## src/rtl/mem_port_arbiter.sv

```systemverilog
// rtl/mem_port_arbiter.sv - two-port arbiter in front of a single-port negedge data RAM
module mem_port_arbiter #(
    parameter int ADDR_W     = 10,
    parameter int DATA_W     = 32,
    parameter int FIXED_PRIO = 0
) (
    input  logic              clk,
    input  logic              rst_n,

    input  logic              p0_req,
    input  logic              p0_we,
    input  logic [31:0]       p0_addr,
    input  logic [DATA_W-1:0] p0_wdata,
    output logic              p0_gnt,
    output logic              p0_rvalid,
    output logic [DATA_W-1:0] p0_rdata,

    input  logic              p1_req,
    input  logic              p1_we,
    input  logic [31:0]       p1_addr,
    input  logic [DATA_W-1:0] p1_wdata,
    output logic              p1_gnt,
    output logic              p1_rvalid,
    output logic [DATA_W-1:0] p1_rdata,

    output logic              mem_we,
    output logic [ADDR_W-1:0] mem_addr,
    output logic [DATA_W-1:0] mem_din,
    input  logic [DATA_W-1:0] mem_dout
);

    // cmd_valid expressed as a two-state machine: ISSUE means a command sits on the RAM port
    typedef enum logic {
        ST_IDLE  = 1'b0,
        ST_ISSUE = 1'b1
    } state_t;

    state_t              state_q;
    logic                last_q;        // last-served port; 1 after reset so port 0 wins first
    logic                cmd_port_q;    // port the in-flight command belongs to
    logic                rd_pending_q;  // in-flight command is a read
    logic                mem_we_q;
    logic [ADDR_W-1:0]   mem_addr_q;
    logic [DATA_W-1:0]   mem_din_q;
    logic                p0_rvalid_q;
    logic                p1_rvalid_q;
    logic [DATA_W-1:0]   p0_rdata_q;
    logic [DATA_W-1:0]   p1_rdata_q;

    logic                gnt0_d;
    logic                gnt1_d;
    logic                accept_d;
    logic                sel_port_d;
    logic                sel_we_d;
    logic [ADDR_W-1:0]   sel_addr_d;
    logic [DATA_W-1:0]   sel_wdata_d;
    logic                rsp_p0_d;
    logic                rsp_p1_d;

    // Byte-offset and out-of-range address bits never reach the RAM (addresses wrap)
    logic                addr_unused;
    assign addr_unused = ^{p0_addr[31:ADDR_W+2], p0_addr[1:0],
                           p1_addr[31:ADDR_W+2], p1_addr[1:0]};

    // Grant decision: single requester wins outright, conflicts go by priority mode
    always_comb begin
        gnt0_d = 1'b0;
        gnt1_d = 1'b0;
        if (rst_n) begin
            if (p0_req && p1_req) begin
                if ((FIXED_PRIO != 0) || last_q) begin
                    gnt0_d = 1'b1;
                end else begin
                    gnt1_d = 1'b1;
                end
            end else begin
                gnt0_d = p0_req;
                gnt1_d = p1_req;
            end
        end
    end

    // Mux the winning command and decode which port the RAM result belongs to
    always_comb begin
        accept_d    = gnt0_d | gnt1_d;
        sel_port_d  = gnt1_d;
        sel_we_d    = gnt1_d ? p1_we : p0_we;
        sel_addr_d  = gnt1_d ? p1_addr[ADDR_W+1:2] : p0_addr[ADDR_W+1:2];
        sel_wdata_d = gnt1_d ? p1_wdata : p0_wdata;
        rsp_p0_d    = (state_q == ST_ISSUE) && rd_pending_q && !cmd_port_q;
        rsp_p1_d    = (state_q == ST_ISSUE) && rd_pending_q &&  cmd_port_q;
    end

    // Command register, state machine and response capture; reset drops anything in flight
    always_ff @(posedge clk) begin
        if (!rst_n) begin
            state_q      <= ST_IDLE;
            last_q       <= 1'b1;
            cmd_port_q   <= 1'b0;
            rd_pending_q <= 1'b0;
            mem_we_q     <= 1'b0;
            mem_addr_q   <= '0;
            mem_din_q    <= '0;
            p0_rvalid_q  <= 1'b0;
            p1_rvalid_q  <= 1'b0;
            p0_rdata_q   <= '0;
            p1_rdata_q   <= '0;
        end else begin
            p0_rvalid_q <= rsp_p0_d;
            p1_rvalid_q <= rsp_p1_d;
            if (rsp_p0_d) begin
                p0_rdata_q <= mem_dout;
            end
            if (rsp_p1_d) begin
                p1_rdata_q <= mem_dout;
            end

            case (state_q)
                ST_IDLE: begin
                    if (accept_d) begin
                        state_q <= ST_ISSUE;
                    end
                end
                ST_ISSUE: begin
                    if (!accept_d) begin
                        state_q <= ST_IDLE;
                    end
                end
                default: state_q <= ST_IDLE;
            endcase

            if (accept_d) begin
                last_q       <= sel_port_d;
                cmd_port_q   <= sel_port_d;
                rd_pending_q <= !sel_we_d;
                mem_we_q     <= sel_we_d;
                mem_addr_q   <= sel_addr_d;
                mem_din_q    <= sel_wdata_d;
            end else begin
                rd_pending_q <= 1'b0;
                mem_we_q     <= 1'b0;
            end
        end
    end

    assign p0_gnt    = gnt0_d;
    assign p1_gnt    = gnt1_d;
    assign p0_rvalid = p0_rvalid_q;
    assign p1_rvalid = p1_rvalid_q;
    assign p0_rdata  = p0_rdata_q;
    assign p1_rdata  = p1_rdata_q;
    assign mem_we    = mem_we_q;
    assign mem_addr  = mem_addr_q;
    assign mem_din   = mem_din_q;

endmodule

```

## config.mk

```make
export PLATFORM = sky130hd
export DESIGN_NAME = mem_port_arbiter
export DESIGN_NICKNAME = d
export VERILOG_FILES = /design/src/rtl/mem_port_arbiter.sv
export SDC_FILE = /design/constraint.sdc
export NUM_CORES = 1
export LEC_CHECK = 0
export BUFFER_PORTS_ARGS = -buffer_cell sky130_fd_sc_hd__buf_2
export CORE_AREA = 2 2 108 110
export DETAILED_ROUTE_END_ITERATION = 7
export DIE_AREA = 0 0 110 112
export GPL_TIMING_DRIVEN = 0
export PLACE_DENSITY = 0.85
export REMOVE_ABC_BUFFERS = 1
export SLEW_MARGIN = 25
export SYNTH_ARGS = -nofsm -noshare
export SYNTH_HDL_FRONTEND = slang
export SYNTH_SLANG_ARGS = --single-unit
```

## constraint.sdc

```tcl
create_clock -name clk -period 1.71 [get_ports clk]
set_input_delay 0.0855 -clock clk [delete_from_list [all_inputs] [get_ports clk]]
set_output_delay 0.0855 -clock clk [all_outputs]
set_load 0.01 [all_outputs]
```

==> impl_metrics.tcl, run 1 <==
set metrics [dict create \
    cts-htree-levels 4 \
    cts_tree "done" \
    grt_max_degree 62 \
    grt_pass1_vias 4798 \
    worstPathMaxFanout 16 \
    fmaxAchievable_ghz 0.615 \
    hold-path-cell-count 3 \
    final.fill_count 899 \
    core_region_area_mm2 0.0112 \
    totalNegativeSetupSlack_ns 0 \
    post_layout_nonfiller_instances 908 \
    worst_path_largest_cell_delay_ns 0.39 \
    crit_chain "a21bo_4 > nor2_4 > clkbuf_16 > buf_2" \
    worst_setup_hold_path_clk_slew_ns 0.05 \
    pre_cts_ws_ns -0.236 \
    initial_core_util_pct 39.4 \
    layout.nets 917 \
    slew_headroom_pct 50.3 \
    power.sequential.fraction_pct 39.6 \
    die_area_mm2 0.0123 \
    clock-sinks 113 \
    grt_util_all_layers_pct 24.0 \
    area_growth_pct 59.4 \
    power_switching_uw 1650 \
    hp-class "input pin to flip-flop" \
    outcome "finished clean" \
    drc 0 \
    grt_antenna_before_repair 1 \
    netlist_area_mm2 0.00441 \
    drt_pre_antenna_iters 5 \
    vias_per_cell 5.16 \
    dp.final_hpwl_mm 8.34 \
    floorplan.io_pins 277 \
    placed_cells 793 \
    wl_per_cell_um 16.5 \
    crit_type "flip-flop to primary output" \
    power_leakage_uw 0.00322 \
    cpMaxStageDelayCell "dfxtp_1" \
    timing_worst_slew_pin_value_ns 0.746 \
    syn_inst 456 \
    synth.avg_cell_area_um2 9.67 \
    row_count 39 \
    grt_remaining_overflow 0 \
    timing.clock.skew_ns 0.00684 \
    fp.dieH_um 112 \
    cts_buffers 17 \
    synth_top_area_share_pct 51.3 \
    startpoint_type "flip-flop" \
    area.sequential_mm2 0.00226 \
    synthTopCellsByArea "dfxtp_1 (51%), nand2_1 (11%), a21boi_0 (11%), a221o_1 (9.5%), and4_1 (8.3%)" \
    vias 4685 \
    synth_cell_type_count 23 \
    worstSkewPairLatency_ns 0.41 \
    combPwrFrac_pct 11.6 \
    power_density_mw_per_mm2 1020 \
    detail_route.iter0.violations 319 \
    irDropWorstVdd_v 0.00102 \
    synth_sequential_area_ratio_pct 51.3 \
    yosysTopAreaCell "dfxtp_1" \
    synth_seq_cells 113 \
    port_buffers 232 \
    p_int_uw 5490 \
    setup_viol_count_final 0 \
    drive_above_1_share_pct 36.8 \
    ant_nets 0 \
    place.gp.congestion 0.768 \
    max-clock-path-buffers 2 \
    share_clk_of_total_power_pct 48.8 \
    yosysWarningCount 0 \
    report.final.hold_viol_count 0 \
    grt_setup_unrepaired "no" \
    worstPathArrival_ns 1.54 \
    ctsRootBufferMaster "clkbuf_16" \
    worst_r2r_path_depth 5 \
    wire_length_of_the_first_global_routing_pass_mm 23.0 \
    totalWireLength_mm 15.0 \
    power_switching_share_pct 23.1 \
    endpoint_kind "primary output" \
    cp.required_ns 1.62 \
    final_critical_path_setup_slack_ns 0.0833 \
    multi_input_area_mm2 0.00192 \
    slew_viols_final 0 \
    die-width_um 110 \
    min_period_ns 1.63 \
    period_share_pct 95.1 \
    drv_cap 0 \
]
## layout by cell type (no fill, tap or decap)
| cell type | synthesis | final |
|---|---|---|
| buf_2 | 7 | 231 |
| nand2_1 | 131 | 131 |
| dfxtp_1 | 113 | 113 |
| dlygate4sd3_1 | 0 | 76 |
| a21boi_0 | 65 | 65 |
| and4_1 | 42 | 42 |
| a221o_1 | 42 | 42 |
| clkbuf_16 | 0 | 18 |
| clkinv_2 | 0 | 5 |
| inv_1 | 4 | 4 |
| clkbuf_8 | 0 | 4 |
| buf_4 | 4 | 4 |
| and2_1 | 3 | 3 |
| clkinvlp_4 | 0 | 3 |
| buf_6 | 9 | 3 |
| nor2_4 | 0 | 2 |
| a22o_1 | 2 | 2 |
| bufinv_16 | 0 | 2 |
| a21bo_2 | 1 | 2 |
| diode_2 | 0 | 1 |
| a21bo_4 | 0 | 1 |
| a21oi_1 | 1 | 1 |
| or2_2 | 0 | 1 |
| and3b_2 | 0 | 1 |
| nand3b_1 | 1 | 1 |
| and3_2 | 0 | 1 |
| nand3_2 | 0 | 1 |
| o21ai_0 | 1 | 1 |
| nand2b_1 | 1 | 1 |
| clkbuf_1 | 22 | 1 |
| buf_16 | 0 | 1 |
| buf_12 | 0 | 1 |
## layer usage
layer | track usage (%) | routed length (um) | vias up | share of wire, %
met5 | 0 | 0 | - | 0
met4 | 13.1 | 462 | 0 | 3.1
met3 | 5.97 | 932 | 45 | 6.2
met2 | 41.6 | 7670 | 221 | 51
met1 | 26.3 | 5930 | 2186 | 40
li1 | - | - | 2233 | -
## through the flow
stage / util [%] / area, um^2 / hold WS, ns / power, uW
after floorplan: - / 4150 / 0.147 / 3140
after global placement: 49.2 / 5490 / 0.307 / 3490
after detailed placement: 50.2 / 5610 / 0.313 / 3530
after CTS: 62.7 / 7010 / 0.0000211 / 7160
after global routing: 62.9 / 7020 / 0.0194 / 7430
final: 62.9 / 7020 / 0.0168 / 7140
## kinds of logic (layout without fill, tap and decap cells)
family	Yosys count	count (layout)	synth area share (%)
AOI/OAI and AO/OA	112	114	21.5
buffers and inverters	47	353	6.10
DFF	113	113	51.3
other	0	1	0
and+or+nand+nor	184	184	21.1
## cell usage after synthesis
master,instances
or2_1,1
buf_6,9
buf_2,7
o21ai_0,1
a22o_1,2
nand2_1,131
nand3_1,1
nand2b_1,1
and4_1,42
nand3b_1,1
a21oi_1,1
dfxtp_1,113
nor2_2,2
and2_1,3
a221o_1,42
clkbuf_1,22
inv_1,4
a21boi_0,65
and3_1,1
clkbuf_2,1
buf_4,4
a21bo_2,1
and3b_1,1
## sequential cells by signal, indices dropped and copies added (netlist names)
register and flops:
mem_we 1, p0_rdata 32, mem_addr 10, state_q 1, p0_rvalid 1, p1_rdata 32, rd_pending_q 1, p1_rvalid 1
cmd_port_q 1, mem_din 32, last_q 1
## cell type report
cell class / count / area share, %
Sequential cell: 113 / 32.2
Timing Repair Buffer: 317 / 29.2
Multi-Input combinational cell: 298 / 27.3
Clock buffer: 22 / 6.89
Tap cell: 143 / 2.55
Clock inverter: 10 / 1.53
Inverter: 4 / 0.214
Antenna cell: 1 / 0.0356
## final timing paths
| check | start | to | slack [ns] |
|---|---|---|---|
| worst min-delay path | p1_req | last_q | 0.02 |
| worst max register to register | last_q | mem_din[14] | 0.19 |
| worst max-delay path | last_q | p1_gnt | 0.08 |
| worst min register to register | p0_rdata[1] | p0_rdata[1] | 0.46 |
## power by group through the flow
stage | combinational (uW) | clock, uW | sequential, uW
after global routing | 893 | 3700 | 2840
after CTS | 806 | 3530 | 2830
after detailed placement | 648 | 0 | 2880
after global placement | 616 | 0 | 2870
after floorplan | 215 | 0 | 2930
final | 829 | 3480 | 2830
## timing repair
item	4_1_cts	5_1_grt
endpoints found under the setup margin	43	1
hold buffers	76	0
pin swaps	2	1
cloned	2	1
gates resized for setup	1	1
hold endpoints to repair	108	0
buffers inserted	2	1
## critical path: cells and delay by family, from the launching register on
| family | cells | cell delay [ns] |
|---|---|---|
| flops | 1 | 0.39 |
| buf+inv | 2 | 0.35 |
| compound gates | 1 | 0.26 |
| simple gates | 1 | 0.14 |
Power figures use the tool's default switching activity.
==> inputs of run 2 (changes only) <==
==> constraint.sdc (replaced) <==
create_clock -name clk -period 1.71 [get_ports clk]
set_input_delay 0.171 -clock clk [delete_from_list [all_inputs] [get_ports clk]]
set_output_delay 0.171 -clock clk [all_outputs]
set_load 0.01 [all_outputs]
==> run 2 against run 1 <==
Against the previous run: non-clock buffer count down 35; clock power hardly changed; register-to-register slack lost 0.02 ns; sequential share of layout area rose by 1.6 points; critical path depth is the same; critical path type unchanged.
==> impl_metrics.tcl, run 2 (synthesis results as in run 1) <==
set metrics [dict create \
    outcome "finished clean" \
    detail_route.iter0.violations 249 \
    crit_chain "a21bo_4 > nor2_4 > buf_16 > buf_2" \
    wl_per_cell_um 15.8 \
    ctsRootBufferMaster "clkbuf_16" \
    wire_length_of_the_first_global_routing_pass_mm 21.4 \
    worstSkewPairLatency_ns 0.40 \
    report.final.hold_viol_count 0 \
    placed_cells 793 \
    drt_pre_antenna_iters 4 \
    antenna_cell_count 0 \
    hp-class "input pin to flip-flop" \
    grt_antenna_before_repair 0 \
    cp.required_ns 1.54 \
    grt_util_all_layers_pct 22.4 \
    post_layout_nonfiller_instances 872 \
    startpoint_type "flip-flop" \
    floorplan.io_pins 277 \
    grt_use_met2_pct 37.9 \
    fmaxAchievable_ghz 0.610 \
    drc 0 \
    setup_viol_count_final 0 \
    cts_tree "done" \
    clock-sinks 113 \
    timing.clock.skew_ns 0.00715 \
    die_area_mm2 0.0123 \
    hold-worst-slack_ns 0.0135 \
    die-width_um 110 \
    final.fill_count 962 \
    max-clock-path-buffers 2 \
    slew_headroom_pct 50.3 \
    grt.met3_usage_pct 5.56 \
    detailed_place.area_mm2 0.00561 \
    drv_cap 0 \
    period_share_pct 95.9 \
    layout.nets 882 \
    timing.critical_path.buf_inv 2 \
    totalWireLength_mm 13.8 \
    cts-htree-levels 4 \
    vias_per_cell 5.13 \
    mostFrequentLayoutCell "buf_2" \
    dp.final_hpwl_mm 8.34 \
    row_count 39 \
    worstPathMaxFanout 16 \
    place.gp.congestion 0.768 \
    area_growth_pct 51.9 \
    layout.cell_area.non_filler_mm2 0.00670 \
    power_leakage_uw 0.00308 \
    power_density_mw_per_mm2 1050 \
    vias 4473 \
    grt_pass1_vias 4481 \
    timing_worst_slew_pin_value_ns 0.745 \
    endpoint_kind "primary output" \
    grt_max_degree 62 \
    worst_setup_hold_path_clk_slew_ns 0.05 \
    layout.cells.most_common_list "buf_2 (231), nand2_1 (131), dfxtp_1 (112)" \
    cpMaxStageDelayCell "dfxtp_2" \
    grt_setup_unrepaired "no" \
    peak_usage_layer_in_the_global_routing_report "met2" \
    core_region_area_mm2 0.0112 \
    crit_type "flip-flop to primary output" \
    worst_path_largest_cell_delay_ns 0.36 \
    fp.dieH_um 112 \
    drive_above_1_share_pct 38.7 \
    port_buffers 232 \
    slew_viols_final 0 \
    irDropWorstVdd_v 0.000994 \
    min_period_ns 1.64 \
    ant_nets 0 \
    worstPathArrival_ns 1.47 \
    use_met1_pct 25.7 \
    critPathTopFamily "flip-flops" \
    initial_core_util_pct 39.4 \
    cts_buffers 17 \
    grt_remaining_overflow 0 \
]
## run 2: metrics by stage
stage	power [uW]	setup slack, ns	utilization [%]	TNS (ns)
6_report	7060	0.0709	59.9	0
2_1_floorplan	3140	-0.254	-	-11.23
5_1_grt	7360	0.0194	59.9	0
3_3_place_gp	3490	-1.79	49.2	-90.64
3_5_place_dp	3530	-0.236	50.2	-6.93
4_1_cts	7110	0.0330	59.9	0
## run 2: path summary, 6_finish.rpt
check	startpoint	end	slack [ns]	cells past startpoint
worst max register to register	last_q	mem_din[26]	0.17	5
worst max-delay path	last_q	p1_gnt	0.07	4
worst min register to register	p0_rdata[1]	p0_rdata[1]	0.46	2
worst min-delay path	p1_wdata[1]	mem_din[1]	0.01	2
## run 2: worst reg2reg max path: cells and delay by family (launching register included)
kind	cells	cell delay, ns
AND/OR/NAND/NOR	1	0.05
flip-flops	1	0.41
buffers and inverters	2	0.43
AO/OA/AOI/OAI	2	0.53
## run 2: layer usage
layer | vias to the layer above | part of all wire (%)
li1 | 2168 | -
met1 | 2072 | 41
met2 | 200 | 50
met3 | 33 | 6.8
met4 | 0 | 2.6
met5 | - | 0
## run 2: what timing repair did
action,in CTS,in global routing
hold endpoints to repair,40,0
cloned,3,0
pin swaps,2,1
setup endpoints to repair,43,1
buffers inserted,3,0
resized for setup,2,0
hold buffers,41,0
## run 2: cell type report
cell class / instances / area, um^2 / area share [%]
clock inverter: 10 / 108 / 1.61
inverter: 4 / 15.0 / 0.224
tap: 143 / 179 / 2.67
timing repair buffer: 282 / 1730 / 25.8
sequential: 113 / 2260 / 33.8
multi-input combinational: 298 / 1920 / 28.7
clock buffer: 22 / 484 / 7.23
## run 2: power breakdown
| group | switching, uW | internal, uW |
|---|---|---|
| registers | 69.5 | 2760 |
| clock network | 1180 | 2280 |
| logic | 359 | 404 |
| total | 1610 | 5450 |
